--- src/rtl/eth_pkg.sv ---
// Shared Ethernet definitions: AXI-Stream beat layout and TX arbiter state encoding.
package eth_pkg;

  localparam int unsigned AXIS_DATA_W = 64;
  localparam int unsigned AXIS_KEEP_W = 8;

  typedef enum logic [1:0] {ARB_IDLE, ARB_SEND, ARB_GAP} arb_state_t;

  typedef struct packed {
    logic [AXIS_DATA_W-1:0] tdata;
    logic [AXIS_KEEP_W-1:0] tkeep;
    logic                   tlast;
    logic                   tuser;
  } axis64_t;

endpackage

--- src/rtl/eth_tx_arb.sv ---
// Frame-level round-robin arbiter from two AXI-Stream frame sources onto the 10G MAC TX stream,
// with optional post-frame idle gap and per-port frame counters.
module eth_tx_arb
  import eth_pkg::*;
#(
  parameter logic [7:0]  gap_len = 8'd0,
  parameter int unsigned cnt_w   = 32
) (
  input  logic                   clk156,
  input  logic                   sys_rst,
  input  logic                   s0_axis_tvalid,
  output logic                   s0_axis_tready,
  input  logic [AXIS_DATA_W-1:0] s0_axis_tdata,
  input  logic [AXIS_KEEP_W-1:0] s0_axis_tkeep,
  input  logic                   s0_axis_tlast,
  input  logic                   s0_axis_tuser,
  input  logic                   s1_axis_tvalid,
  output logic                   s1_axis_tready,
  input  logic [AXIS_DATA_W-1:0] s1_axis_tdata,
  input  logic [AXIS_KEEP_W-1:0] s1_axis_tkeep,
  input  logic                   s1_axis_tlast,
  input  logic                   s1_axis_tuser,
  output logic                   m_axis_tvalid,
  input  logic                   m_axis_tready,
  output logic [AXIS_DATA_W-1:0] m_axis_tdata,
  output logic [AXIS_KEEP_W-1:0] m_axis_tkeep,
  output logic                   m_axis_tlast,
  output logic                   m_axis_tuser,
  output logic [cnt_w-1:0]       frame_cnt0,
  output logic [cnt_w-1:0]       frame_cnt1,
  output logic                   grant,
  output logic                   busy
);

  arb_state_t  state, state_nxt;
  logic        grant_q, grant_nxt;
  logic        last_grant, last_grant_nxt;
  logic [7:0]  gap_cnt, gap_nxt;
  logic [1:0]  src_valid;
  logic [1:0]  src_ready;
  axis64_t     beat [2];
  axis64_t     m_beat;
  logic        m_valid;
  logic        frame_done;

  always_comb begin
    beat[0]   = '{tdata: s0_axis_tdata, tkeep: s0_axis_tkeep, tlast: s0_axis_tlast, tuser: s0_axis_tuser};
    beat[1]   = '{tdata: s1_axis_tdata, tkeep: s1_axis_tkeep, tlast: s1_axis_tlast, tuser: s1_axis_tuser};
    src_valid = {s1_axis_tvalid, s0_axis_tvalid};
  end

  always_comb begin
    state_nxt      = state;
    grant_nxt      = grant_q;
    last_grant_nxt = last_grant;
    gap_nxt        = gap_cnt;
    m_beat         = '0;
    m_valid        = 1'b0;
    src_ready      = '0;
    frame_done     = 1'b0;
    case (state)
      ARB_IDLE: begin
        if (src_valid != 2'b00) begin
          state_nxt = ARB_SEND;
          // on a tie the port that did not send last wins
          grant_nxt = (&src_valid) ? ~last_grant : src_valid[1];
        end
      end
      ARB_SEND: begin
        m_beat             = beat[grant_q];
        m_valid            = src_valid[grant_q];
        src_ready[grant_q] = m_axis_tready;
        if (m_valid && m_axis_tready && m_beat.tlast) begin
          frame_done     = 1'b1;
          last_grant_nxt = grant_q;
          if (gap_len != 8'd0) begin
            state_nxt = ARB_GAP;
            gap_nxt   = gap_len - 8'd1;
          end else begin
            state_nxt = ARB_IDLE;
          end
        end
      end
      ARB_GAP: begin
        if (gap_cnt == 8'd0) state_nxt = ARB_IDLE;
        else                 gap_nxt   = gap_cnt - 8'd1;
      end
      default: state_nxt = ARB_IDLE;
    endcase
  end

  always_ff @(posedge clk156 or posedge sys_rst) begin
    if (sys_rst) begin
      state      <= ARB_IDLE;
      grant_q    <= 1'b0;
      last_grant <= 1'b1;
      gap_cnt    <= '0;
      frame_cnt0 <= '0;
      frame_cnt1 <= '0;
    end else begin
      state      <= state_nxt;
      grant_q    <= grant_nxt;
      last_grant <= last_grant_nxt;
      gap_cnt    <= gap_nxt;
      if (frame_done) begin
        if (grant_q) frame_cnt1 <= frame_cnt1 + cnt_w'(1);
        else         frame_cnt0 <= frame_cnt0 + cnt_w'(1);
      end
    end
  end

  always_comb begin
    s0_axis_tready = src_ready[0];
    s1_axis_tready = src_ready[1];
    m_axis_tvalid  = m_valid;
    m_axis_tdata   = m_beat.tdata;
    m_axis_tkeep   = m_beat.tkeep;
    m_axis_tlast   = m_beat.tlast;
    m_axis_tuser   = m_beat.tuser;
    grant          = grant_q;
    busy           = (state != ARB_IDLE);
  end

endmodule

--- config.mk ---
export PLATFORM = sky130hd
export DESIGN_NAME = eth_tx_arb
export DESIGN_NICKNAME = d
export VERILOG_FILES = /design/src/rtl/eth_pkg.sv /design/src/rtl/eth_tx_arb.sv
export SDC_FILE = /design/constraint.sdc
export NUM_CORES = 1
export LEC_CHECK = 0
export ABC_AREA = 1
export BUFFER_PORTS_ARGS = -buffer_cell sky130_fd_sc_hd__buf_4
export CAP_MARGIN = 10
export CORE_UTILIZATION = 41
export DETAILED_ROUTE_END_ITERATION = 8
export PLACE_DENSITY_LB_ADDON = 0.05
export SETUP_SLACK_MARGIN = 0.5
export SYNTH_ARGS = -nofsm -noshare
export SYNTH_HDL_FRONTEND = slang
export SYNTH_SLANG_ARGS = --single-unit
--- constraint.sdc ---
create_clock -name clk156 -period 2.2 [get_ports clk156]
set_input_delay 0.66 -clock clk156 [delete_from_list [all_inputs] [get_ports clk156]]
set_output_delay 0.66 -clock clk156 [all_outputs]
set_load 0.02 [all_outputs]
# Word level (Yosys, flattened, before mapping)
# Index checks and enable logic that the tools add are counted.
# Widths: inputs -> output; s select.
# op_classes
n_reduce_logical,14
n_mux,17
n_addsub,3
bitwise,5
n_lt_le_gt_ge,3
n_eq_ne,5
# ops
op,n
$mux 74,4
$add 32x1->32 const B,2
$reduce_and 2->1,6
$logic_not 8->1,1
$mux 2,4
$sub 8x1->8 const B,1
$mux 1,7
$ne 2x2->1 const B,3
$pmux 2 s3,1
$reduce_bool 2->1,2
$logic_and 1x1->1,3
$not 1->1,3
$reduce_and 3->1,1
$and 2x2->2,1
$eq 2x1->1 const B,1
$eq 2x2->1 const B,1
$ge 2x2->1 const B,1
$logic_not 2->1,1
$lt 1x2->1 const B,1
$not 1->2,1
$demux 1 s1,1
$ge 1x1->1 const B,1
# totals
ff_bits,76

# Longest topological paths before layout
# logic_depth
word_depth,8
ltp_mapped,11
depth_no_buf,10

# Least setup slack after synthesis
# Ideal clock, no wire load.
# synth_path
path_type,register to output
start,"reg grant_q, in the netlist grant"
end,out m_axis_tdata[0]
required_time_ns,1.540
path_stages_with_launch,7
t_arrival_ns,1.540
slack_ns,0.000
path_cell_list,dfrtp_1 > buf_6 > inv_4 > buf_2 > buf_1 > nor2_1 > nor2_1
# synth_between
elab_chain_len,5
# synth_lines
element,line,text
"start, declared",eth_tx_arb.sv:36,"logic grant_q, grant_nxt;"
"start signal, assigned",eth_tx_arb.sv:102,grant_q <= grant_nxt;
$not 1->2 (implied by the code),eth_tx_arb.sv:70,m_beat = beat[grant_q];
$mux 74 (implied by the code) (3 in series),eth_tx_arb.sv:70,
$mux 74,eth_tx_arb.sv:61,case (state)
"end, declared",eth_tx_arb.sv:25,"output logic [AXIS_DATA_W-1:0] m_axis_tdata,"
# Every way passes these cells. The select of a mux whose other input is x is not followed.

# Final worst setup path
# layout_path
start,"reg grant_q, in the netlist grant"
end,out m_axis_tdata[40]
# Same word-level chain as after synthesis.

==> flow_summary_export.csv <==
group,metric,value,unit
run_status,status,"complete, no violations",
place,dp_hpwl,16300,um
routing,wl_per_cell,15.7,um
sta,max_freq,0.459,GHz
layout,area_growth,66.5,%
clock_network,cts_tree,"yes",
layout,layout-drive-gt1-share,40.1,%
yosys,yosys.area.top_type,"dfrtp_1",
yosys,synth_area_per_cell,5.99,um^2
yosys,netlist_area,5160,um^2
worst_setup_path,crit_type,"reg2out",
clock_network,cts_num_sinks,67,
routing,dr_wl_met3,1570,um
routing,dr.pass1.iters,5,
min_path,hp-class,"in2async",
clock_network,path_clk_slew,0.05,ns
yosys,synth_common_cells,"nor2_1, nand2_1, o21ai_0",
routing,dr.max_layer_used,"met5",
yosys,synth_compound_area_share,12.5,%
global_route,grt_usage,30.9,%
yosys,synth_top_family_by_area,"simple AND/OR/NAND/NOR gates",
routing,post_drt_via_cell_ratio,5.00,
clock_network,insertion_delay,0.33,ns
power,cellLeakagePower,4.15,nW
clock_network,cts.path.max_buffers,2,
die,die_w,114,um
layout,fin_nets,1311,
clock_network,htree_levels,3,
global_route,antenna_found_initial,1,
place,place_ws,0.189,ns
worst_setup_path,max_stage_delay,0.48,ns
routing,drt_iter0_markers,469,
worst_setup_path,cp.arrival,1.52,ns
place,placed_area,7930,um^2
layout,postLayoutCellArea,8590,um^2
routing,wl_met2,9610,um
layout,final_cell_count_no_fill,1329,
global_route,grt_pass1_vias,5736,
run,maxCapViolations,0,
die,pin_count,296,
yosys,synth_top_area_share,32.0,%
die,rows,40,
sta,worst_slack,0.0195,ns
yosys,yosysSeqAreaShare,32.5,%
worst_setup_path,path_buf_inv,2,
sta,clock_skew,0.00794,ns
sta,rsz0062_at_grt,"yes",
power,p_per_area,1020,nW/um^2
place,dp.cells,1303,
yosys,synth_edf_count,0,
yosys,synth-seq-cells,67,
yosys,synth-xor-area-share,0.679,%
clock_network,hold_buffers,0,
layout,post-route-util,70.6,%
routing,antenna_left,0,
worst_setup_path,critPathLaunchType,"flip-flop",
worst_setup_path,critPathMaxFanout,32,
power,ir_drop,514,uV
yosys,synth_cells,861,
worst_setup_path,startpoint,"grant",
worst_setup_path,cp_top_family,"flip-flops",
yosys,yosysUniqueCellTypes,26,
worst_setup_path,required,1.54,ns
die,dieArea,13000,um^2
clock_network,cts_buffers,9,
sta,finalHoldViolations,0,
routing,wirelength,20900,um
yosys,ys.flop_type,"dfrtp_1",
yosys,synth_most_common_cell,"nor2_1",
global_route,grt_pass1_wl,30800,um
yosys,synthMuxAreaShare,0,%
routing,via_count,6640,
global_route,grt_max_degree,37,
sta,fin_crit,2.18,ns
die,design.core.area,12200,um^2
clock_network,cts_root_buf,"clkbuf_16",
layout,n_fill_cell,1085,
routing,drc,0,
place,port_buffers,295,
sta,setup_viol,0,
yosys,async_flop_share,100,%
sta,slew_viol_final,0,
worst_setup_path,crit_chain,"buf_12, o21ai_0, nor2_2, buf_4",
sta,relSlewSlack,63.1,%
yosys,yosys_warnings,0,
routing,m1WireLength,9160,um
yosys,synthTopCellsByArea,"dfrtp_1, nor2_1, nand2_1",
worst_setup_path,critPathCaptureType,"output port",
sta,max_slew.worst_pin.slew,0.553,ns
worst_setup_path,rr_startpoint,"grant",
place,place_congestion,0.907,
global_route,grt.overflow.total,0,
worst_setup_path,cp_slowest_cell,"dfrtp_2",
layout,diodes,0,
sta,finalCritPeriodShare,99.1,%
yosys,synthAdderAreaFrac,0.485,%
die,start_util,42.4,%
yosys,synth_simple_gate_area_share,46.1,%
yosys,syn_nets,1016,
die,die_h,114,um
power,power,8.75,mW
==> worst paths after layout <==
path                               endpoint  slack [ns]  depth (start not counted)
max                        m_axis_tdata[40]        0.02                          4
min                          frame_cnt1[23]        0.38                          2
max reg2reg                   frame_cnt1[7]        0.20                          8
min reg2reg                      last_grant        0.51                          2
max in group asynchronous     frame_cnt0[2]        1.22                          3
min in group clk156              last_grant        0.51                          2
==> state kept, by name (all words and copies together) (netlist names) <==
name	flops
grant	1
last_grant	1
frame_cnt0	32
state	1
frame_cnt1	32
==> through the flow <==
stage	hold slack, ns	setup TNS (ns)
finish	0.380	0
global route	0.413	-0.104
CTS	0.390	0
detailed placement	0.505	0
global placement	0.490	0
floorplan	0.465	0
==> what timing repair did <==
| action | in CTS | in global routing |
|---|---|---|
| gates cloned | 2 | 1 |
| buffers inserted | 6 | 1 |
| pin swaps | 3 | 16 |
| endpoints found under the setup margin | 137 | 144 |
| resized for setup | 50 | 64 |
==> cell usage in the layout, fill, tap and decap left out, types with 9 or more instances in the layout <==
cell       Yosys  routed
o21ai_1        0      49
nor2_4         1      15
buf_4          0     293
nor2_2         0      76
nand2_1      249     242
nand3b_1      33      33
o21ai_2        0      12
dfrtp_1       66      64
nand3_1       11      11
inv_1         55      53
buf_6          5      12
nand2_2        2       9
o21ai_0      108      43
o21bai_1      14      13
clkbuf_16      0      10
nor2_1       267     177
==> metal layers <==
layer / up-vias / GRT usage [%]
li1: 3290 / -
met1: 3052 / 42.9
met2: 257 / 47.8
met3: 39 / 6.78
met4: 2 / 10.5
met5: - / 0
==> power by group <==
part,internal (mW),switching (mW)
Combinational,2.48,3.29
Sequential,1.34,0.172
Clock,0.937,0.533
Total,4.76,4.00
==> cell type report <==
type,instances,area (um^2),area share (%)
tap,168,210,2.45
inverter,57,229,2.67
multi-input combinational,701,3520,41.0
clock inverter,4,48.8,0.568
sequential,67,1680,19.6
timing repair buffer,320,2650,30.8
clock buffer,12,256,2.99
==> cells by family (layout without fill, tap and decap cells) <==
kind of cell    Yosys count  after routing
compound gates          122            122
buf+inv                  93            393
xor+xnor                  4              4
flops                    67             67
fa+ha+maj                 2              2
simple gates            573            573
Power figures use the tool's default switching activity.
